<file path="config.mk">
export PLATFORM = sky130hd
export DESIGN_NAME = uart_rx
export DESIGN_NICKNAME = d
export VERILOG_FILES = /design/src/rtl/uart_pkg.sv /design/src/rtl/uart_synchronizer.sv /design/src/rtl/uart_rx.sv
export SDC_FILE = /design/constraint.sdc
export NUM_CORES = 1
export LEC_CHECK = 0
export BUFFER_PORTS_ARGS = -buffer_cell sky130_fd_sc_hd__buf_4
export CAP_MARGIN = 20
export CORE_ASPECT_RATIO = 1.1
export CORE_MARGIN = 2
export CORE_UTILIZATION = 60
export CTS_CLUSTER_SIZE = 12
export DETAILED_ROUTE_END_ITERATION = 10
export PLACE_DENSITY = 0.81
export SETUP_SLACK_MARGIN = 0.1
export SYNTH_ARGS = -nofsm -noshare
export SYNTH_HDL_FRONTEND = slang
export SYNTH_SLANG_ARGS = --single-unit
</file>
<file path="constraint.sdc">
create_clock -name clk -period 3.17 [get_ports clk]
set_input_delay 0.1585 -clock clk [delete_from_list [all_inputs] [get_ports clk]]
set_output_delay 0.1585 -clock clk [all_outputs]
set_load 0.005 [all_outputs]
</file>
<file path="src/rtl/uart_pkg.sv">
// Shared UART definitions: receiver state encoding, frame length and the
// parity helper used by both link ends.
package uart_pkg;

  typedef enum logic [2:0] {
    IDLE,
    START_BIT,
    DATA,
    PARITY,
    STOP,
    BREAK_WAIT
  } rx_state_t;

  localparam int NUMBER_OF_BITS = 8 + 1 + 2;

  function automatic int number_of_bits(
    input int data_width,
    input int parity_enabled
  );
    return data_width + parity_enabled + 2;
  endfunction

  // Zero-extended data does not change the XOR reduction.
  function automatic logic calc_parity(
    input logic [15:0] data,
    input logic        odd
  );
    return (^data) ^ odd;
  endfunction

endpackage

</file>
<file path="src/rtl/uart_synchronizer.sv">
// Flop chain bringing the asynchronous line into the clk domain;
// resets to the idle (high) level.
module uart_synchronizer #(
  parameter int STAGES = 3
) (
  input  logic clk,
  input  logic reset_n,
  input  logic d,
  output logic q
);

  logic [STAGES-1:0] chain;

  always_ff @(posedge clk or negedge reset_n) begin
    if (!reset_n) chain <= '1;
    else          chain <= {chain[STAGES-2:0], d};
  end

  assign q = chain[STAGES-1];

endmodule

</file>
<file path="src/rtl/uart_rx.sv">
// Oversampling UART receiver with start glitch rejection, parity and
// framing error pulses, and break handling.
module uart_rx
  import uart_pkg::*;
#(
  parameter int INPUT_DATA_WIDTH           = 8,
  parameter int PARITY_ENABLED             = 1,
  parameter int PARITY_TYPE                = 0,
  parameter int CLOCKS_PER_BIT             = 8,
  parameter int NUMBER_OF_RX_SYNCHRONIZERS = 3
) (
  input  logic                        clk,
  input  logic                        reset_n,
  input  logic                        serial_in,
  output logic [INPUT_DATA_WIDTH-1:0] received_data,
  output logic                        data_is_valid,
  output logic                        rx_error,
  output logic                        framing_error,
  output logic                        rx_busy
);

  localparam int CW = $clog2(CLOCKS_PER_BIT);
  localparam int BW = $clog2(INPUT_DATA_WIDTH + 1);
  localparam logic [CW-1:0] HALF = CW'(CLOCKS_PER_BIT / 2 - 1);
  localparam logic [CW-1:0] FULL = CW'(CLOCKS_PER_BIT - 1);
  localparam logic [BW-1:0] LAST = BW'(INPUT_DATA_WIDTH - 1);

  logic                        rx_s;
  rx_state_t                   state;
  logic [CW-1:0]               clk_cnt;
  logic [BW-1:0]               bit_cnt;
  logic [INPUT_DATA_WIDTH-1:0] shift;
  logic [INPUT_DATA_WIDTH-1:0] shift_nxt;
  logic                        par_err;
  logic                        expired;
  logic                        par_exp;

  uart_synchronizer #(
    .STAGES(NUMBER_OF_RX_SYNCHRONIZERS)
  ) u_sync (
    .clk    (clk),
    .reset_n(reset_n),
    .d      (serial_in),
    .q      (rx_s)
  );

  assign expired   = (clk_cnt == '0);
  assign shift_nxt = INPUT_DATA_WIDTH'({rx_s, shift} >> 1);
  assign par_exp   = calc_parity(16'(shift), 1'(PARITY_TYPE));
  assign rx_busy   = (state != IDLE);

  always_ff @(posedge clk or negedge reset_n) begin
    if (!reset_n) begin
      state         <= IDLE;
      clk_cnt       <= '0;
      bit_cnt       <= '0;
      shift         <= '0;
      par_err       <= 1'b0;
      received_data <= '0;
      data_is_valid <= 1'b0;
      rx_error      <= 1'b0;
      framing_error <= 1'b0;
    end else begin
      data_is_valid <= 1'b0;
      rx_error      <= 1'b0;
      framing_error <= 1'b0;
      if (!expired) clk_cnt <= clk_cnt - 1'b1;
      unique case (state)
        IDLE: begin
          if (!rx_s) begin
            clk_cnt <= HALF;
            bit_cnt <= '0;
            par_err <= 1'b0;
            state   <= START_BIT;
          end
        end
        START_BIT: begin
          if (expired) begin
            if (rx_s) begin
              state <= IDLE;
            end else begin
              clk_cnt <= FULL;
              state   <= DATA;
            end
          end
        end
        DATA: begin
          if (expired) begin
            shift   <= shift_nxt;
            bit_cnt <= bit_cnt + 1'b1;
            clk_cnt <= FULL;
            if (bit_cnt == LAST)
              state <= (PARITY_ENABLED != 0) ? PARITY : STOP;
          end
        end
        PARITY: begin
          if (expired) begin
            par_err <= (rx_s != par_exp);
            clk_cnt <= FULL;
            state   <= STOP;
          end
        end
        STOP: begin
          if (expired) begin
            if (rx_s) begin
              received_data <= shift;
              data_is_valid <= !par_err;
              rx_error      <= par_err;
              state         <= IDLE;
            end else begin
              framing_error <= 1'b1;
              rx_error      <= par_err;
              state         <= BREAK_WAIT;
            end
          end
        end
        BREAK_WAIT: begin
          if (rx_s) state <= IDLE;
        end
        default: state <= IDLE;
      endcase
    end
  end

endmodule
</file>
==> metrics.md, run 1 <==
| Metric | Value |
|---|---|
| Sw Ratio | `0.324` |
| DIE AREA | `3020 um^2` |
| Antenna Violating Nets Remaining | `0` |
| Final hold vios | `0` |
| CTS sink cnt | `33` |
| Rel. slew slack | `0.672` |
| Combinational share of power | `0.282` |
| Fraction of layout cells with a size suffix above 1 | `0.333` |
| Met2 routed wirelength | `1.27 mm` |
| Vias per cell | `5.67` |
| Min Tclk post-route | `1.82 ns` |
| Resize count post-CTS | `0` |
| Yosys reg bits | `33` |
| FP Rows | `19` |
| Core footprint | `2470 um^2` |
| Peak supply drop | `610 uV` |
| Clk buf depth | `2` |
| Net switching power | `0.416 mW` |
| Syn Inst Count | `126` |
| Starting Density | `0.629` |
| Ys flop type | `dfrtp_1` |
| Critical Path RT | `3.40 ns` |
| GRT overflow | `0` |
| Setup-failing EPs final | `0` |
| Clock skew | `0.00813 ns` |
| Htree depth | `2` |
| Chip Width | `52.5 um` |
| Final #Nets | `149` |
| Wire per inst | `14.9 um` |
| Total CTS buffers | `5` |
| Internal cell power | `0.865 mW` |
| Routed wire length | `2.62 mm` |
| Ranking of synthesized cells by area | `dfrtp_1 (48%), mux2_2 (8.7%), dfstp_2 (5.1%)` |
| Final Cycle Share | `0.573` |
| Routability cong. | `0.759` |
| Placed Cells | `165` |
| P&R area growth vs syn | `14.0%` |
| EDFF count, synth | `0` |
| Max cap viols | `0` |
| # IOs | `15` |
| Vias in the first global route | `983` |
| Worst-path clk slew | `0.10 ns` |
| Vias after detailed routing | `993` |
| Max Fanout on Critical Path | `16` |
| CP Class | `reg2reg` |
| List of most frequent post-synthesis cells | `dfrtp_1 (30), mux2_2 (12), nand2_1 (8)` |
| Diodes inserted | `0` |
| Setup tns final | `0 ns` |
| Yosys top cell area share | `0.483` |
| Synth area leader | `dfrtp_1` |
| DRT Pass-1 Iters | `4` |
| DIE HEIGHT | `57.4 um` |
| Post-synthesis net count | `132` |
| Sequential area share after synthesis | `0.533` |
| I/O Buffers | `14` |
| Crit end category | `flip-flop` |
| Clock share of power | `0.260` |
| GRT Util Overall | `0.212` |
| Crit path DAT | `2.04 ns` |
| Clk_lat worst skew | `0.34 ns` |
| Max layer used | `met4` |
| Drc violations | `0` |
| Max Slew Vio Count | `0` |
| Leakage | `0.895 nW` |
| Most frequent cell after synthesis | `dfrtp_1` |
| Cell Pwr Density | `722 nW/um^2` |
| Syn Area/Cell | `12.3 um^2` |
| Cell Count, Final, Fillers Out | `175` |
| Type of origin of the critical path | `flip-flop` |
| Sequential power share | `0.458` |
| Count of cell types in the netlist | `40` |
| Clock root cell | `clkbuf_4` |
| Routed met3 length | `140 um` |
| Antenna violations before repair | `0` |
| DRT iter0 DRCs | `17` |
| Post-synthesis async set-or-reset flop share | `1.00` |
| Worst slew pin tran | `0.491 ns` |
| Synth warn | `0` |
| M1 wire length | `1.16 mm` |
| Min-Delay Path Class | `in2async` |
| Post-DP HPWL | `1.76 mm` |
| Pin count of the biggest net entering global routing | `34` |
| Max frequency | `551 MHz` |
| Mapped cell area | `1560 um^2` |
| First-pass GRT wire length | `4.59 mm` |
| Status | `completed` |
| CTS tree | `built` |
| Tot Pwr | `1.28 mW` |
| Setup repair after global routing missed its margin | `no` |
power groups by stage:
| stage | registers (mW) | logic (mW) | clock network (mW) |
|---|---|---|---|
| global placement | 0.587 | 0.342 | 0 |
| finish | 0.587 | 0.361 | 0.333 |
| CTS | 0.585 | 0.365 | 0.342 |
| detailed placement | 0.592 | 0.361 | 0 |
| global route | 0.596 | 0.405 | 0.352 |
| floorplan | 0.544 | 0.328 | 0 |
final cells by class:
type                            instances  area, um^2
Tap cell                               31        38.8
Fill cell                             182         699
Clock buffer                            6        51.3
Multi-Input combinational cell         83         672
Sequential cell                        33         830
Clock inverter                          2        37.5
Inverter                                3        11.3
Timing Repair Buffer                   17         133
worst max-delay path, stage by stage (launching register included):
cell and delay (ns):
dfrtp_1 0.39, inv_1 0.13, ha_1 0.19, nor2b_1 0.15
buf_4 0.25, nand3_4 0.22, mux2_4 0.37
flip-flops by register name, summed over array words and instances (netlist names):
| signal | count |
|---|---|
| u_sync.chain | 3 |
| received_data | 8 |
| par_err | 1 |
| clk_cnt | 3 |
| bit_cnt | 4 |
| shift | 8 |
| state | 3 |
| rx_error | 1 |
| data_is_valid | 1 |
| framing_error | 1 |
kinds of logic after synthesis:
| group | share of synthesized area |
|---|---|
| buffers and inverters | 0.0346 |
| and+or+nand+nor | 0.139 |
| DFF | 0.533 |
| xor gates and xnor gates | 0.0595 |
| muxes | 0.126 |
| adders and majority gates | 0.0241 |
| AOI/OAI and AO/OA | 0.0837 |
stage by stage:
stage	setup WS [ns]	hold slack, ns	cell area [um^2]	utilization
finish	1.35	0.290	1770	0.717
global route	1.26	0.314	1770	0.717
CTS	1.36	0.283	1770	0.717
detailed placement	1.38	0.120	1660	0.673
global placement	1.47	0.112	1660	0.673
floorplan	1.59	-0.137	1560	-
cells in the final DEF, fill, tap and decap left out, drive strengths merged, types with 2 or more instances in the layout:
| master | n |
|---|---|
| dfrtp | 30 |
| mux2 | 16 |
| buf | 15 |
| nand2 | 8 |
| o21ai | 7 |
| nand3 | 6 |
| clkbuf | 6 |
| a21oi | 5 |
| xnor2 | 5 |
| nor2 | 5 |
| inv | 3 |
| xor2 | 3 |
| nor3 | 3 |
| ha | 3 |
| dfstp | 3 |
| a31oi | 2 |
| nand3b | 2 |
| nor3b | 2 |
| dlygate4sd3 | 2 |
| nand4b | 2 |
what timing repair did:
| item | CTS | global route |
|---|---|---|
| endpoints found under the setup margin | 0 | 0 |
| buffers inserted | 0 | 0 |
| hold endpoints to repair | 31 | 0 |
| hold buffers | 2 | 0 |
per-layer routing:
metal  global-route usage  up-vias
met3               0.0838        6
met5                    0        -
met1                0.270      491
met2                0.327       23
li1                     -      473
met4               0.0769        0
final timing paths:
kind                                       from              end  slack (ns)  depth (start not counted)
worst max-delay path                 clk_cnt[0]         shift[4]        1.35                          6
worst min-delay path                    reset_n       clk_cnt[1]        0.29                          2
worst max register to register       clk_cnt[0]         shift[4]        1.35                          6
worst min register to register  u_sync.chain[1]  u_sync.chain[2]        0.36                          0
max in group asynchronous               reset_n  u_sync.chain[2]        2.55                          2
min in group clk                u_sync.chain[1]  u_sync.chain[2]        0.36                          0
Power figures use the tool's default switching activity.
==> run 2, diff against run 1 <==
- CORE_UTILIZATION: 60 -> 52
- PLACE_DENSITY: 0.81 -> 0.74
- clock period: 3.17 -> 1.6 ns (I/O delays scaled with it)
==> run 2 against run 1 <==
Effect of this change: the run now ends with setup timing left; largest power group unchanged; flip-flop and latch count unchanged; total power increased by 120%; final cell count increased by 13%; routed wire length rose by 21%; die area rose by 14%; first-iteration DRC count fell by 29%; clock skew is 0.00060 ns higher; critical endpoint is now shift[3]; critical path depth rose by 1; fmax rose by 13%; clock power increased by 94%.
==> metrics.md, run 2 (same netlist as run 1, synthesis figures left out) <==
| Metric | Value |
|---|---|
| Setup repair after global routing missed its margin | `yes` |
| Min-Delay Path Class | `in2async` |
| Worst-path clk slew | `0.10 ns (about the same)` |
| Clock root cell | `clkbuf_4` |
| # IOs | `15 (unchanged)` |
| Clk_lat worst skew | `0.33 ns (about the same)` |
| Antenna violations before repair | `0 (unchanged)` |
| Status | `finished with violations` |
| Vias per cell | `5.59 (-1.4%)` |
| Routability cong. | `0.765 (+0.83%)` |
| Vias after detailed routing | `1102 (+11%)` |
| Leakage | `1.02 nW (+14%)` |
| Type of origin of the critical path | `flip-flop` |
| Peak supply drop | `1340 uV (+120%)` |
| Final Cycle Share | `1.00 (+0.429)` |
| Max frequency | `624 MHz (+13%)` |
| Core footprint | `2800 um^2 (+13%)` |
| Largest regs | `received_data x8, shift x8, bit_cnt x4` |
| Hold WS | `0.217 ns (-0.0726 ns)` |
| Clock skew | `0.00873 ns (+0.000604 ns)` |
| DRT Pass-1 Iters | `4 (unchanged)` |
| Placed Cells | `173 (+4.8%)` |
| Reg2reg start | `clk_cnt[0]` |
| Crit path DAT | `1.83 ns (-0.21 ns)` |
| First-pass GRT wire length | `4.97 mm (+8.4%)` |
| Max Fanout on Critical Path | `8 (-8)` |
| Starting Density | `0.555 (-0.0741)` |
| Failing checks | `setup timing` |
| Crit-path most repeated cell | `buf_6` |
| CTS tree | `built` |
| Delay-heaviest family, CP | `flip-flops` |
| Post-DP HPWL | `1.87 mm (+6.6%)` |
| Critical Path RT | `1.82 ns (-1.58 ns)` |
| Pin count of the biggest net entering global routing | `34 (unchanged)` |
| Diodes inserted | `0 (unchanged)` |
| DIE AREA | `3440 um^2 (+14%)` |
| Setup tns final | `-0.00286 ns (-0.00286 ns)` |
| Total CTS buffers | `5 (unchanged)` |
| DRT iter0 DRCs | `12 (-5)` |
| Cells on worst reg2reg path | `7 (+1)` |
| Setup ws final | `-0.00286 ns (-1.36 ns)` |
| CP Class | `reg2reg` |
| Worst Path Buf+Inv | `3 (+1)` |
| Clk buf depth | `2 (unchanged)` |
| Antenna Violating Nets Remaining | `0 (unchanged)` |
| Chip Width | `56.1 um (+6.9%)` |
| Reg2Reg Capture Point | `shift[3]` |
| Final hold vios | `0 (unchanged)` |
| Setup-failing EPs final | `1 (+1)` |
| GRT Util Overall | `0.195 (-0.0171)` |
| Launch point of the worst path | `clk_cnt[0]` |
| Rel. slew slack | `0.724 (+0.0511)` |
| Max Slew Vio Count | `0 (unchanged)` |
| GRT overflow | `0 (unchanged)` |
| Most common cell after layout, fill and taps aside | `dfrtp_1` |
| Crit end category | `flip-flop` |
| Drc violations | `0 (unchanged)` |
| CP cell instances | `inv_2, ha_4, nor2b_4, buf_6, buf_6, nand3_4, mux2_4` |
| P&R area growth vs syn | `29.0%` |
| CTS sink cnt | `33 (unchanged)` |
| Wire per inst | `16.1 um (+7.7%)` |
| I/O Buffers | `14 (unchanged)` |
| Max cap viols | `0 (unchanged)` |
| # fillers | `175 (-3.8%)` |
| Fraction of layout cells with a size suffix above 1 | `0.457 (+0.124)` |
| R2R setup slack | `-0.003 ns (-1.36 ns)` |
| Routed wire length | `3.17 mm (+21%)` |
| Max stage delay cell, worst path | `dfrtp_1` |
| Vias in the first global route | `1047 (+6.5%)` |
| Final #Nets | `169 (+13%)` |
| Most frequent cells in the layout | `dfrtp_1 (30), buf_4 (28), mux2_2 (9)` |
| DIE HEIGHT | `61.4 um (+6.9%)` |
| Max incr delay on CP | `0.40 ns (about the same)` |
| Dpl ws | `-0.0503 ns (-1.43 ns)` |
| Cell Pwr Density | `1430 nW/um^2 (+98%)` |
| Htree depth | `2 (unchanged)` |
| FP Rows | `20 (+1)` |
| Worst slew pin tran | `0.415 ns (-0.0766 ns)` |
| Min Tclk post-route | `1.60 ns (-0.213 ns)` |
| Cell Count, Final, Fillers Out | `197 (+13%)` |
[run 2: changes by cell type in the layout (fill, tap and decap cells not counted), sizes merged]
cell      before  now
nand3          6    7
clkbuf         6    7
buf           15   34
clkinvlp       1    0
[run 2: area by class of cell]
| cell class | instances | area (um^2) | share of cell area |
|---|---|---|---|
| Inverter | 3 | 11.3 | 0.00561 |
| Clock buffer | 7 | 55.1 | 0.0274 |
| Sequential cell | 33 | 830 | 0.414 |
| Tap cell | 33 | 41.3 | 0.0206 |
| Clock inverter | 1 | 30.0 | 0.0150 |
| Timing Repair Buffer | 36 | 307 | 0.153 |
| Multi-Input combinational cell | 84 | 732 | 0.365 |
[run 2: where the power goes]
part           total, mW  internal (mW)  switching [mW]  leakage (nW)
Sequential          1.11          0.961           0.150         0.438
Combinational       1.11          0.608           0.507         0.534
Clock              0.645          0.373           0.272        0.0455
[run 2: worst max path at each step]
stage	end	slack (ns)	depth (start not counted)
2_1_floorplan	shift[4]	0.08	7
3_3_place_gp	shift[4]	0.01	6
3_5_place_dp	shift[7]	-0.05	6
4_1_cts	shift[1]	0.02	7
6_report	shift[3]	-0.003	7
5_1_grt	shift[6]	-0.06	7
[run 2: metal layers]
metal  track usage  vias to the layer above  share of wire
li1              -                      521              -
met1         0.241                      556           0.46
met5             0                        -              0
met3        0.0567                        4          0.032
met2         0.336                       21           0.50
met4        0.0612                        0         0.0085
[run 2: timing repair]
item,4_1_cts,5_1_grt
setup buffers,11,2
pin swaps,0,1
gates resized for setup,13,6
endpoints found under the setup margin,23,27
endpoints found under the hold margin,34,0
cloned,1,0
hold buffers,2,0
[run 2: through the flow]
| stage | util | cell area (um^2) | total power [mW] |
|---|---|---|---|
| floorplan | - | 1570 | 1.76 |
| global placement | 0.615 | 1720 | 1.95 |
| detailed placement | 0.615 | 1720 | 1.99 |
| CTS | 0.704 | 1970 | 2.82 |
| global route | 0.716 | 2010 | 3.02 |
| finish | 0.716 | 2010 | 2.87 |
==> run 3, diff against run 2 <==
- CORE_UTILIZATION: 52 -> 45
- PLACE_DENSITY: 0.74 -> 0.66
==> run 3 against run 2 <==
Effect of this change: the flow now finishes without violations; highest routed layer unchanged; critical path depth shrank 1; largest power group is now combinational cells; clock power is essentially flat; sequential share of layout area shrank 1.0 points; first-iteration DRC count grew 110%; die area grew 14%; worst setup slack gained 0.045 ns; count of clock-buffer cells in the layout is the same; critical endpoint is now received_data[4]; clock skew is essentially flat.
==> metrics.md, run 3 (same netlist as run 1, synthesis figures left out) <==
| Metric | Value |
|---|---|
| Max frequency | `642 MHz (+2.9%)` |
| Tot Pwr | `2.99 mW (+4.1%)` |
| DIE HEIGHT | `65.7 um (+7.0%)` |
| # IOs | `15 (unchanged)` |
| Vias per cell | `5.05 (-9.7%)` |
| Combinational share of power | `0.422 (+0.034)` |
| Core footprint | `3330 um^2 (+19%)` |
| I/O Buffers | `14 (unchanged)` |
| Worst slew pin tran | `0.404 ns (-0.0112 ns)` |
| Drc violations | `0 (unchanged)` |
| Starting Density | `0.467 (-0.0880)` |
| Max Slew Vio Count | `0 (unchanged)` |
| GRT Util Overall | `0.171 (-0.0237)` |
| Most common cell after layout, fill and taps aside | `buf_4` |
| Min-Delay Path Class | `in2async` |
| CTS sink cnt | `33 (unchanged)` |
| Vias after detailed routing | `1081 (-1.9%)` |
| Final #Nets | `171 (+1.2%)` |
| DRT Pass-1 Iters | `4 (unchanged)` |
| Clk_lat worst skew | `0.33 ns (about the same)` |
| Internal cell power | `2.02 mW (+3.9%)` |
| DRT iter0 DRCs | `25 (+13)` |
| Setup-failing EPs final | `0 (-1)` |
| Vias in the first global route | `1057 (+0.96%)` |
| Critical Path RT | `1.81 ns (about the same)` |
| Clk buf depth | `2 (unchanged)` |
| Sequential power share | `0.363 (-0.024)` |
| Crit end category | `flip-flop` |
| Min Tclk post-route | `1.56 ns (-0.0445 ns)` |
| Wire per inst | `14.0 um (-13%)` |
| Diodes inserted | `0 (unchanged)` |
| Most frequent cells in the layout | `buf_4 (30), dfrtp_1 (27), nand2_1 (8), mux2_2 (8), mux2_4 (8)` |
| Crit path DAT | `1.77 ns (-0.06 ns)` |
| Clock root cell | `clkbuf_4` |
| Status | `completed` |
| GRT overflow | `0 (unchanged)` |
| Htree depth | `2 (unchanged)` |
| Peak supply drop | `657 uV (-51%)` |
| Pin count of the biggest net entering global routing | `34 (unchanged)` |
| Setup tns final | `0 ns (+0.00286 ns)` |
| Antenna violations before repair | `0 (unchanged)` |
| First-pass GRT wire length | `4.95 mm (-0.54%)` |
| Type of origin of the critical path | `flip-flop` |
| Routability cong. | `0.742 (-3.0%)` |
| Antenna Violating Nets Remaining | `0 (unchanged)` |
| Routed wire length | `3.01 mm (-5.3%)` |
| DIE AREA | `3940 um^2 (+14%)` |
| Largest regs | `received_data x8, shift x8, bit_cnt x4` |
| P&R area growth vs syn | `32.8%` |
| Cell Pwr Density | `1450 nW/um^2 (+1.1%)` |
| Chip Width | `60.1 um (+7.0%)` |
| Sw Ratio | `0.325 (+0.00128)` |
| Worst-path clk slew | `0.10 ns (about the same)` |
| Fraction of layout cells with a size suffix above 1 | `0.482 (+0.0246)` |
| Fin util | `0.620 (-0.0954)` |
| Max cap viols | `0 (unchanged)` |
| Final Cycle Share | `0.974 (-0.0278)` |
| # fillers | `254 (+45%)` |
| Post-DP HPWL | `1.81 mm (-3.3%)` |
| Net switching power | `0.972 mW (+4.5%)` |
| Clock skew | `0.00849 ns (-0.000244 ns)` |
| FP Rows | `22 (+10%)` |
| Max Fanout on Critical Path | `6 (-2)` |
| Dpl ws | `-0.0360 ns (+0.0144 ns)` |
| CTS tree | `built` |
| Final hold vios | `0 (unchanged)` |
| Setup ws final | `0.0417 ns (+0.0445 ns)` |
| Clock share of power | `0.215 (-0.010)` |
| Setup repair after global routing missed its margin | `yes` |
| Total CTS buffers | `5 (unchanged)` |
| Rel. slew slack | `0.731 (+0.00745)` |
| Leakage | `1.06 nW (+4.1%)` |
| CP Class | `reg2reg` |
-- run 3: cell types whose count changed in the layout (fill, tap and decap cells not counted), sizes merged --
cell | previous run | this run
nand4b | 2 | 3
buf | 34 | 35
-- run 3: critical path, cell delays in order (launching register included) --
cell and delay [ns]:
dfrtp_1 0.41, inv_2 0.08, ha_4 0.12, nor2b_4 0.17, buf_8 0.16, nand4b_4 0.17, mux2_4 0.33
-- run 3: power by group through the flow --
stage,Sequential (mW),Combinational (mW),Clock [mW]
final,1.09,1.26,0.642
after CTS,1.08,1.11,0.668
after detailed placement,1.13,0.857,0
after global placement,1.12,0.826,0
after floorplan,1.08,0.677,0
after global routing,1.10,1.38,0.704
-- run 3: metrics by stage --
step                instances  cell area (um^2)  hold slack (ns)
finish                    214              2070            0.211
global route              214              2070            0.237
CTS                       208              1970            0.215
detailed placement        188              1740           0.0416
global placement          188              1740           0.0358
floorplan                 126              1570           -0.216
-- run 3: timing repair --
item,4_1_cts,5_1_grt
cloned,3,0
setup buffers,7,6
setup endpoints to repair,20,21
pin swaps,3,3
endpoints found under the hold margin,34,0
resized for setup,10,12
hold buffers,2,0
-- run 3: final cells by class --
cell class / count / area [um^2] / share of cell area
repair buffers: 37 / 299 / 0.145
clock inverters: 1 / 30.0 / 0.0145
multi-input cells: 85 / 777 / 0.376
flip-flops and latches: 33 / 833 / 0.403
clock buffers: 7 / 55.1 / 0.0267
well taps: 48 / 60.1 / 0.0291
inverters: 3 / 11.3 / 0.00545
-- run 3: routing by layer --
layer / wire, um / vias up / part of all wire / track usage
met5: 0 / - / 0 / 0
met4: 27 / 0 / 0.0090 / 0.0611
met3: 84 / 3 / 0.028 / 0.0453
met2: 1500 / 20 / 0.50 / 0.276
met1: 1390 / 533 / 0.46 / 0.218
li1: - / 525 / - / -
-- run 3: path summary, 6_finish.rpt --
path                                      start          endpoint  slack, ns  depth (start not counted)
worst max register to register       clk_cnt[0]  received_data[4]       0.04                          6
worst min register to register  u_sync.chain[0]   u_sync.chain[1]       0.36                          0
worst min-delay path                    reset_n        clk_cnt[2]       0.21                          2
min in group clk                u_sync.chain[0]   u_sync.chain[1]       0.36                          0
max in group asynchronous               reset_n   u_sync.chain[2]       1.06                          2
worst max-delay path                 clk_cnt[0]  received_data[4]       0.04                          6
